$ cat src/rtl/ps_gesture_pkg.sv
// Shared encodings for the proximity swipe detector: FSM state codes and gesture codes.
package ps_gesture_pkg;

    localparam logic [1:0] ST_IDLE    = 2'd0;
    localparam logic [1:0] ST_TRACK   = 2'd1;
    localparam logic [1:0] ST_EVAL    = 2'd2;
    localparam logic [1:0] ST_HOLDOFF = 2'd3;

    typedef enum logic [1:0] {
        S_IDLE    = ST_IDLE,
        S_TRACK   = ST_TRACK,
        S_EVAL    = ST_EVAL,
        S_HOLDOFF = ST_HOLDOFF
    } gd_state_e;

    localparam logic [1:0] GEST_NONE  = 2'b00;
    localparam logic [1:0] GEST_LEFT  = 2'b01;
    localparam logic [1:0] GEST_RIGHT = 2'b10;
    localparam logic [1:0] GEST_TAP   = 2'b11;

endpackage

$ cat src/rtl/ps_chan_track.sv
// One proximity channel: active flag with optional release hysteresis, first-crossing
// latch and timestamp. Hysteresis band enabled by defining PS_GESTURE_HYST_EN.
module ps_chan_track #(
    parameter int unsigned     DW    = 16,
    parameter logic [DW-1:0]   ON_TH = 16'd1000,
    parameter logic [DW-1:0]   HYST  = 16'd200,
    parameter int unsigned     TS_W  = 8
) (
    input  logic            clk_i,
    input  logic            rst_n_i,
    input  logic            strobe_i,
    input  logic            start_i,
    input  logic            capture_i,
    input  logic [DW-1:0]   data_i,
    input  logic [TS_W-1:0] ts_i,
    output logic            flag_nxt_o,
    output logic            rise_o,
    output logic            latched_o,
    output logic [TS_W-1:0] ts_o
);

`ifdef PS_GESTURE_HYST_EN
    localparam bit HYST_ON = 1'b1;
`else
    localparam bit HYST_ON = 1'b0;
`endif

    // Release threshold clamps at zero rather than wrapping when the band exceeds ON_TH.
    localparam logic [DW-1:0] REL_TH = !HYST_ON     ? ON_TH :
                                       (HYST > ON_TH) ? '0  : ON_TH - HYST;

    logic            flag_q;
    logic            flag_d;
    logic            lat_q;
    logic            lat_d;
    logic [TS_W-1:0] ts_q;
    logic [TS_W-1:0] ts_d;

    always_comb begin
        flag_d = flag_q;
        if (strobe_i) begin
            if (data_i >= ON_TH) begin
                flag_d = 1'b1;
            end else if (data_i < REL_TH) begin
                flag_d = 1'b0;
            end
        end
    end

    assign rise_o = strobe_i & ~flag_q & flag_d;

    // Only the first crossing inside a gesture is timestamped; re-crossings are ignored.
    always_comb begin
        lat_d = lat_q;
        ts_d  = ts_q;
        if (start_i) begin
            lat_d = rise_o;
            ts_d  = '0;
        end else if (capture_i && rise_o && !lat_q) begin
            lat_d = 1'b1;
            ts_d  = ts_i;
        end
    end

    always_ff @(posedge clk_i or negedge rst_n_i) begin
        if (!rst_n_i) begin
            flag_q <= 1'b0;
            lat_q  <= 1'b0;
            ts_q   <= '0;
        end else begin
            flag_q <= flag_d;
            lat_q  <= lat_d;
            ts_q   <= ts_d;
        end
    end

    assign flag_nxt_o = flag_d;
    assign latched_o  = lat_q;
    assign ts_o       = ts_q;

endmodule

$ cat src/rtl/ps_gesture_detect.sv
// Swipe classifier over three proximity channels: FSM, sample counter, classifier and
// output registers. Optional hysteresis band is enabled by defining PS_GESTURE_HYST_EN.
module ps_gesture_detect
    import ps_gesture_pkg::*;
#(
    parameter int unsigned     DW       = 16,
    parameter logic [DW-1:0]   ON_TH    = 16'd1000,
    parameter logic [DW-1:0]   HYST     = 16'd200,
    parameter int unsigned     TS_W     = 8,
    parameter logic [TS_W-1:0] TIMEOUT  = 8'd100,
    parameter logic [TS_W-1:0] HOLDOFF  = 8'd20,
    parameter logic [TS_W-1:0] MIN_SKEW = 8'd2
) (
    input  logic          CLK_50,
    input  logic          RESET_N,
    input  logic [DW-1:0] PS1_DATA,
    input  logic [DW-1:0] PS2_DATA,
    input  logic [DW-1:0] PS3_DATA,
    input  logic          PS_VALID,
    output logic [1:0]    GESTURE,
    output logic          GESTURE_VALID,
    output logic          PRESENCE,
    output logic          BUSY
);

    // PS_VALID is a one-cycle strobe with no back-pressure: a sample set is consumed on
    // every clock where it is high, and flags/counters move on no other cycle.

    gd_state_e       state_q;
    gd_state_e       state_d;
    logic [TS_W-1:0] cnt_q;
    logic [TS_W-1:0] cnt_d;
    logic [TS_W-1:0] cnt_inc;
    logic [TS_W-1:0] hold_inc;
    logic            start_trk;
    logic            capture;

    logic [DW-1:0]   ps_data [3];
    logic [2:0]      flag_nxt;
    logic [2:0]      rise;
    logic [2:0]      lat;
    logic [TS_W-1:0] ts [3];

    logic [TS_W-1:0] skew;
    logic [1:0]      code;

    logic [1:0]      res_q;
    logic            pend_q;
    logic [1:0]      gesture_q;
    logic            gv_q;
    logic            presence_q;

    assign ps_data[0] = PS1_DATA;
    assign ps_data[1] = PS2_DATA;
    assign ps_data[2] = PS3_DATA;

    for (genvar c = 0; c < 3; c++) begin : g_chan
        ps_chan_track #(
            .DW    (DW),
            .ON_TH (ON_TH),
            .HYST  (HYST),
            .TS_W  (TS_W)
        ) u_chan (
            .clk_i      (CLK_50),
            .rst_n_i    (RESET_N),
            .strobe_i   (PS_VALID),
            .start_i    (start_trk),
            .capture_i  (capture),
            .data_i     (ps_data[c]),
            .ts_i       (cnt_inc),
            .flag_nxt_o (flag_nxt[c]),
            .rise_o     (rise[c]),
            .latched_o  (lat[c]),
            .ts_o       (ts[c])
        );
    end

    assign cnt_inc  = (cnt_q >= TIMEOUT) ? TIMEOUT : cnt_q + TS_W'(1);
    assign hold_inc = (cnt_q >= HOLDOFF) ? cnt_q   : cnt_q + TS_W'(1);

    always_comb begin
        state_d   = state_q;
        cnt_d     = cnt_q;
        start_trk = 1'b0;
        capture   = 1'b0;
        case (state_q)
            S_IDLE: begin
                cnt_d = '0;
                if (PS_VALID && (|rise)) begin
                    state_d   = S_TRACK;
                    start_trk = 1'b1;
                end
            end
            S_TRACK: begin
                if (PS_VALID) begin
                    cnt_d   = cnt_inc;
                    capture = 1'b1;
                    // All-clear takes priority over a timeout on the same strobe.
                    if (!(|flag_nxt)) begin
                        state_d = S_EVAL;
                    end else if (cnt_inc == TIMEOUT) begin
                        state_d = S_HOLDOFF;
                        cnt_d   = '0;
                    end
                end
            end
            S_EVAL: begin
                state_d = S_HOLDOFF;
                cnt_d   = '0;
            end
            S_HOLDOFF: begin
                if (PS_VALID) begin
                    cnt_d = hold_inc;
                    if ((hold_inc >= HOLDOFF) && !(|flag_nxt)) begin
                        state_d = S_IDLE;
                        cnt_d   = '0;
                    end
                end
            end
            default: begin
                state_d = S_IDLE;
                cnt_d   = '0;
            end
        endcase
    end

    always_ff @(posedge CLK_50 or negedge RESET_N) begin
        if (!RESET_N) begin
            state_q <= S_IDLE;
            cnt_q   <= '0;
        end else begin
            state_q <= state_d;
            cnt_q   <= cnt_d;
        end
    end

    // Ordered unsigned subtraction keeps the skew magnitude free of sign handling.
    always_comb begin
        skew = (ts[0] >= ts[2]) ? ts[0] - ts[2] : ts[2] - ts[0];
        code = GEST_NONE;
        if (&lat) begin
            if (skew < MIN_SKEW) begin
                code = GEST_TAP;
            end else if (ts[0] < ts[2]) begin
                code = GEST_RIGHT;
            end else begin
                code = GEST_LEFT;
            end
        end
    end

    // The code is captured leaving EVAL and published one clock later together with
    // the pulse, so GESTURE never changes ahead of its GESTURE_VALID.
    always_ff @(posedge CLK_50 or negedge RESET_N) begin
        if (!RESET_N) begin
            res_q      <= GEST_NONE;
            pend_q     <= 1'b0;
            gesture_q  <= GEST_NONE;
            gv_q       <= 1'b0;
            presence_q <= 1'b0;
        end else begin
            pend_q     <= (state_q == S_EVAL);
            if (state_q == S_EVAL) begin
                res_q <= code;
            end
            gv_q       <= pend_q;
            if (pend_q) begin
                gesture_q <= res_q;
            end
            presence_q <= |flag_nxt;
        end
    end

    assign GESTURE       = gesture_q;
    assign GESTURE_VALID = gv_q;
    assign PRESENCE      = presence_q;
    assign BUSY          = (state_q != S_IDLE);

endmodule

$ cat config.mk
export PLATFORM = sky130hd
export DESIGN_NAME = ps_gesture_detect
export DESIGN_NICKNAME = d
export VERILOG_FILES = /design/src/rtl/ps_gesture_pkg.sv /design/src/rtl/ps_chan_track.sv /design/src/rtl/ps_gesture_detect.sv
export SDC_FILE = /design/constraint.sdc
export NUM_CORES = 1
export LEC_CHECK = 0
export ABC_CLOCK_PERIOD_IN_PS = 3400
export CELL_PAD_IN_SITES_DETAIL_PLACEMENT = 1
export CELL_PAD_IN_SITES_GLOBAL_PLACEMENT = 1
export CORE_UTILIZATION = 40
export DETAILED_ROUTE_END_ITERATION = 7
export PLACE_DENSITY = 0.83
export SLEW_MARGIN = 20
export SYNTH_ARGS = -nofsm -noshare
export SYNTH_HDL_FRONTEND = slang
export SYNTH_SLANG_ARGS = --single-unit
$ cat constraint.sdc
create_clock -name CLK_50 -period 3.4 [get_ports CLK_50]
set_clock_uncertainty 0.05 [all_clocks]
set_input_delay 0.34 -clock CLK_50 [delete_from_list [all_inputs] [get_ports CLK_50]]
set_output_delay 0.34 -clock CLK_50 [all_outputs]
set_load 0.01 [all_outputs]
==> flow_summary.json <==
{
  "totalWireLength_mm": 7.83,
  "dpl.hpwl_mm": 6.27,
  "ys_warn_count": 0,
  "cts_buffers": 5,
  "avgViaCountPerCell": 5.65,
  "drtPass1Iterations": 4,
  "setup-violations-final": 0,
  "reg2reg_to": "res_q[1]",
  "hp-class": "in -> async",
  "place_inst": 463,
  "syn_area_per_cell_sq_um": 9.04,
  "drive_above_1_share_pct": 11.8,
  "ir_drop_uv": 361,
  "synth_top_flop_cell": "dfrtp_1",
  "tightestPinTransition_ps": 885,
  "nets": 446,
  "syn_to_final_growth_pct": 21.3,
  "synthAdderAreaFrac_pct": 10.6,
  "path_depth": 11,
  "synth_cell_types": 71,
  "dieArea_sq_um": 7810,
  "synthArstFlopShare_pct": 100,
  "fmax_ghz": 0.364,
  "finalNonFillerCells": 471,
  "crit_path_end_kind": "register",
  "cts_setup_buffers": 0,
  "cts_tree": "built",
  "worstSetupEndpoint": "res_q[1]",
  "ff2ff_setup_slack_ps": 660,
  "cts_max_level": 2,
  "synth.net_count": 405,
  "cp.required_ps": 3530,
  "critical-path-top-delay-family": "compound AO/OA/AOI/OAI gates",
  "wl_per_cell_um": 16.6,
  "path_cells": "inv_1 > ha_1 > inv_1 > fa_1 > nand3_2 > a31oi_2 > o2111a_1 > a2111oi_0 > nor4_1 > nand4b_1 > o21ai_1",
  "crit_slowest_cell": "a2111oi_0",
  "yosys.area_share.simple_pct": 21.3,
  "floorplan.rows": 31,
  "dieWidth_um": 88.4,
  "post-place-ws_ps": 629,
  "place.gp.congestion": 0.906,
  "initial_core_util_pct": 41.4,
  "grt_pass1_wl_mm": 13.5,
  "status": "completed",
  "synth_edf_count": 0,
  "cts.sinks": 39,
  "clk_pin_slew_ps": 80,
  "setup_tns_ps": 0,
  "crit_fanout": 7,
  "drv_cap": 0,
  "design_area_sq_um": 3620,
  "grtUsageTotal_pct": 22.0,
  "grt_max_degree": 40,
  "synthMuxAreaShare_pct": 1.97,
  "antenna_found_initial": 0,
  "arrival_ps": 2870,
  "clk_path_buf_depth": 2,
  "synth_top_family_by_area": "compound AO/OA/AOI/OAI gates",
  "synth_compound_area_share_pct": 25.3,
  "startpoint_type": "register",
  "ant_nets": 0,
  "diodes": 0,
  "drt-initial-drc-count": 75,
  "clock_latency_ps": 300,
  "cpPeakStageDelay_ps": 470,
  "die_h_um": 88.4,
  "portBuffers": 46,
  "syn_inst": 330,
  "r2r_cells": 11,
  "hold_viol": 0,
  "core_sq_um": 7210,
  "setup_ws_ps": 656,
  "first_global_vias": 2837,
  "p_leak_uw": 0.00153,
  "cts_hold_buf": 0,
  "cts_resized": 0,
  "synth_area_sq_um": 2980,
  "rsz0062_at_grt": "no",
  "cp_num_buf_inv": 2,
  "rr_startpoint": "g_chan[0].u_chan.ts_o[0]",
  "cp_common_cell": "inv_1",
  "root_buffer": "clkbuf_8",
  "seq_area_frac_synth_pct": 32.7,
  "fin_crit_ps": 2740,
  "ios": 56,
  "placedInstanceArea_sq_um": 3500,
  "crit_path_start": "g_chan[0].u_chan.ts_o[0]",
  "period_share_pct": 80.7,
  "vias": 2659,
  "overflow": 0,
  "drv_slew": 0,
  "slew_headroom_pct": 41.0,
  "power_uw": 2240,
  "synth_xor_area_share_pct": 1.47,
  "power.density_nw_per_um2": 618,
  "ys_seq_elements": 39,
  "drc_errors": 0,
  "worstSetupPathType": "reg -> reg"
}
## sequential cells by signal (all words and copies together) (netlist names)
name / flops
GESTURE_VALID: 1
g_chan.u_chan.flag_q: 3
state_q: 2
g_chan.u_chan.ts_o: 16
pend_q: 1
res_q: 2
g_chan.u_chan.latched_o: 3
GESTURE: 2
cnt_q: 8
PRESENCE: 1
## cell usage in the layout, fill, tap and decap left out, types with 2 or more instances in the layout
| cell | synthesis | layout |
|---|---|---|
| nor4_1 | 3 | 3 |
| xnor2_1 | 4 | 4 |
| o22ai_1 | 2 | 2 |
| nand2b_1 | 3 | 3 |
| a311o_1 | 4 | 4 |
| o211ai_1 | 2 | 2 |
| o21bai_1 | 4 | 4 |
| a22o_1 | 2 | 2 |
| a31oi_1 | 4 | 3 |
| dfrtp_1 | 39 | 39 |
| a21oi_2 | 2 | 2 |
| nor3_1 | 13 | 13 |
| nand3_2 | 2 | 2 |
| nand3_1 | 9 | 9 |
| or3_1 | 5 | 5 |
| a31oi_2 | 1 | 2 |
| a21oi_1 | 24 | 24 |
| nor4_2 | 2 | 2 |
| nand4_1 | 2 | 2 |
| nand2_1 | 20 | 20 |
| a21bo_2 | 2 | 2 |
| and2_1 | 2 | 2 |
| o21ai_1 | 2 | 2 |
| nor2_1 | 38 | 38 |
| mux2_2 | 2 | 2 |
| clkbuf_8 | 0 | 6 |
| o21ai_0 | 10 | 10 |
| a211oi_1 | 2 | 2 |
| o2111a_1 | 2 | 2 |
| a41oi_2 | 2 | 2 |
| nor2b_1 | 2 | 2 |
| clkdlybuf4s50_1 | 0 | 45 |
| inv_1 | 33 | 33 |
| fa_1 | 2 | 2 |
| and3_1 | 5 | 5 |
| a211oi_2 | 6 | 6 |
| a2111oi_0 | 4 | 4 |
| o2111ai_1 | 3 | 3 |
| ha_1 | 22 | 22 |
| a22oi_1 | 2 | 2 |
## how the worst min path moves through the flow
stage / start / endpoint / slack (ps) / depth (start not counted)
after floorplan: RESET_N / GESTURE[0] / -6 / 0
after global placement: pend_q / GESTURE_VALID / 350 / 0
after detailed placement: pend_q / GESTURE_VALID / 360 / 0
after CTS: RESET_N / cnt_q[1] / 150 / 1
after global routing: RESET_N / state_q[1] / 190 / 1
final: RESET_N / PRESENCE / 100 / 1
## Yosys cell counts, drive strengths merged (2+ instances only)
master | number | area [sq um]
nor3 | 13 | 65.1
mux2 | 4 | 48.8
xnor2 | 4 | 35.0
nand3 | 11 | 65.1
o2111a | 2 | 22.5
a31o | 2 | 26.3
and3 | 5 | 31.3
or3 | 6 | 42.5
a211oi | 8 | 90.1
buf | 10 | 63.8
a41oi | 3 | 41.3
inv | 33 | 124
fa | 2 | 40.0
a2111oi | 6 | 60.1
nor2b | 2 | 12.5
a22oi | 2 | 15.0
a31oi | 5 | 37.5
o21ai | 13 | 68.8
a21bo | 2 | 20.0
and2 | 2 | 12.5
clkbuf | 3 | 11.3
o21bai | 4 | 30.0
nor4 | 6 | 65.1
nand2b | 3 | 18.8
nand2 | 20 | 75.1
a22o | 2 | 17.5
o211ai | 2 | 15.0
a311o | 4 | 40.0
nor2 | 39 | 154
ha | 22 | 275
nand4 | 4 | 46.3
a21oi | 26 | 138
o22ai | 2 | 12.5
o41ai | 2 | 25.0
nor4b | 2 | 32.5
o2111ai | 3 | 26.3
dfrtp | 39 | 976
## layout make-up
type,count,area [sq um]
clock buffer,6,82.6
clock inverter,2,35.0
fill,863,3590
inverter,33,124
multi-input combinational,245,1820
sequential,39,976
tap,99,124
timing repair buffer,47,463
## metrics by stage
stage / utilization, % / hold slack (ps)
after floorplan: - / -5.59
after global placement: 48.5 / 350
after detailed placement: 48.5 / 361
after CTS: 50.2 / 145
after global routing: 50.2 / 185
final: 50.2 / 101
## routing by layer
metal  part of all wire, %  vias up  track usage [%]
met5                     0        -                0
met4                  0.69        0             5.13
met3                   1.9        6             3.64
met2                    53       27             39.7
met1                    45     1342             27.4
li1                      -     1284                -
## cells by family after synthesis
family / count (synthesis)
multiplexers: 5
buffers and inverters: 46
XOR/XNOR: 5
adder cells (fa/ha/maj): 24
AO/OA/AOI/OAI: 96
flip-flops: 39
AND/OR/NAND/NOR: 115
## where the power goes
group | switching [uW] | leakage (uW) | internal (uW)
Clock | 174 | 0.0000612 | 238
Combinational | 683 | 0.000955 | 510
Sequential | 85.0 | 0.000510 | 547
Note: power is estimated with default switching activity, not from simulation.
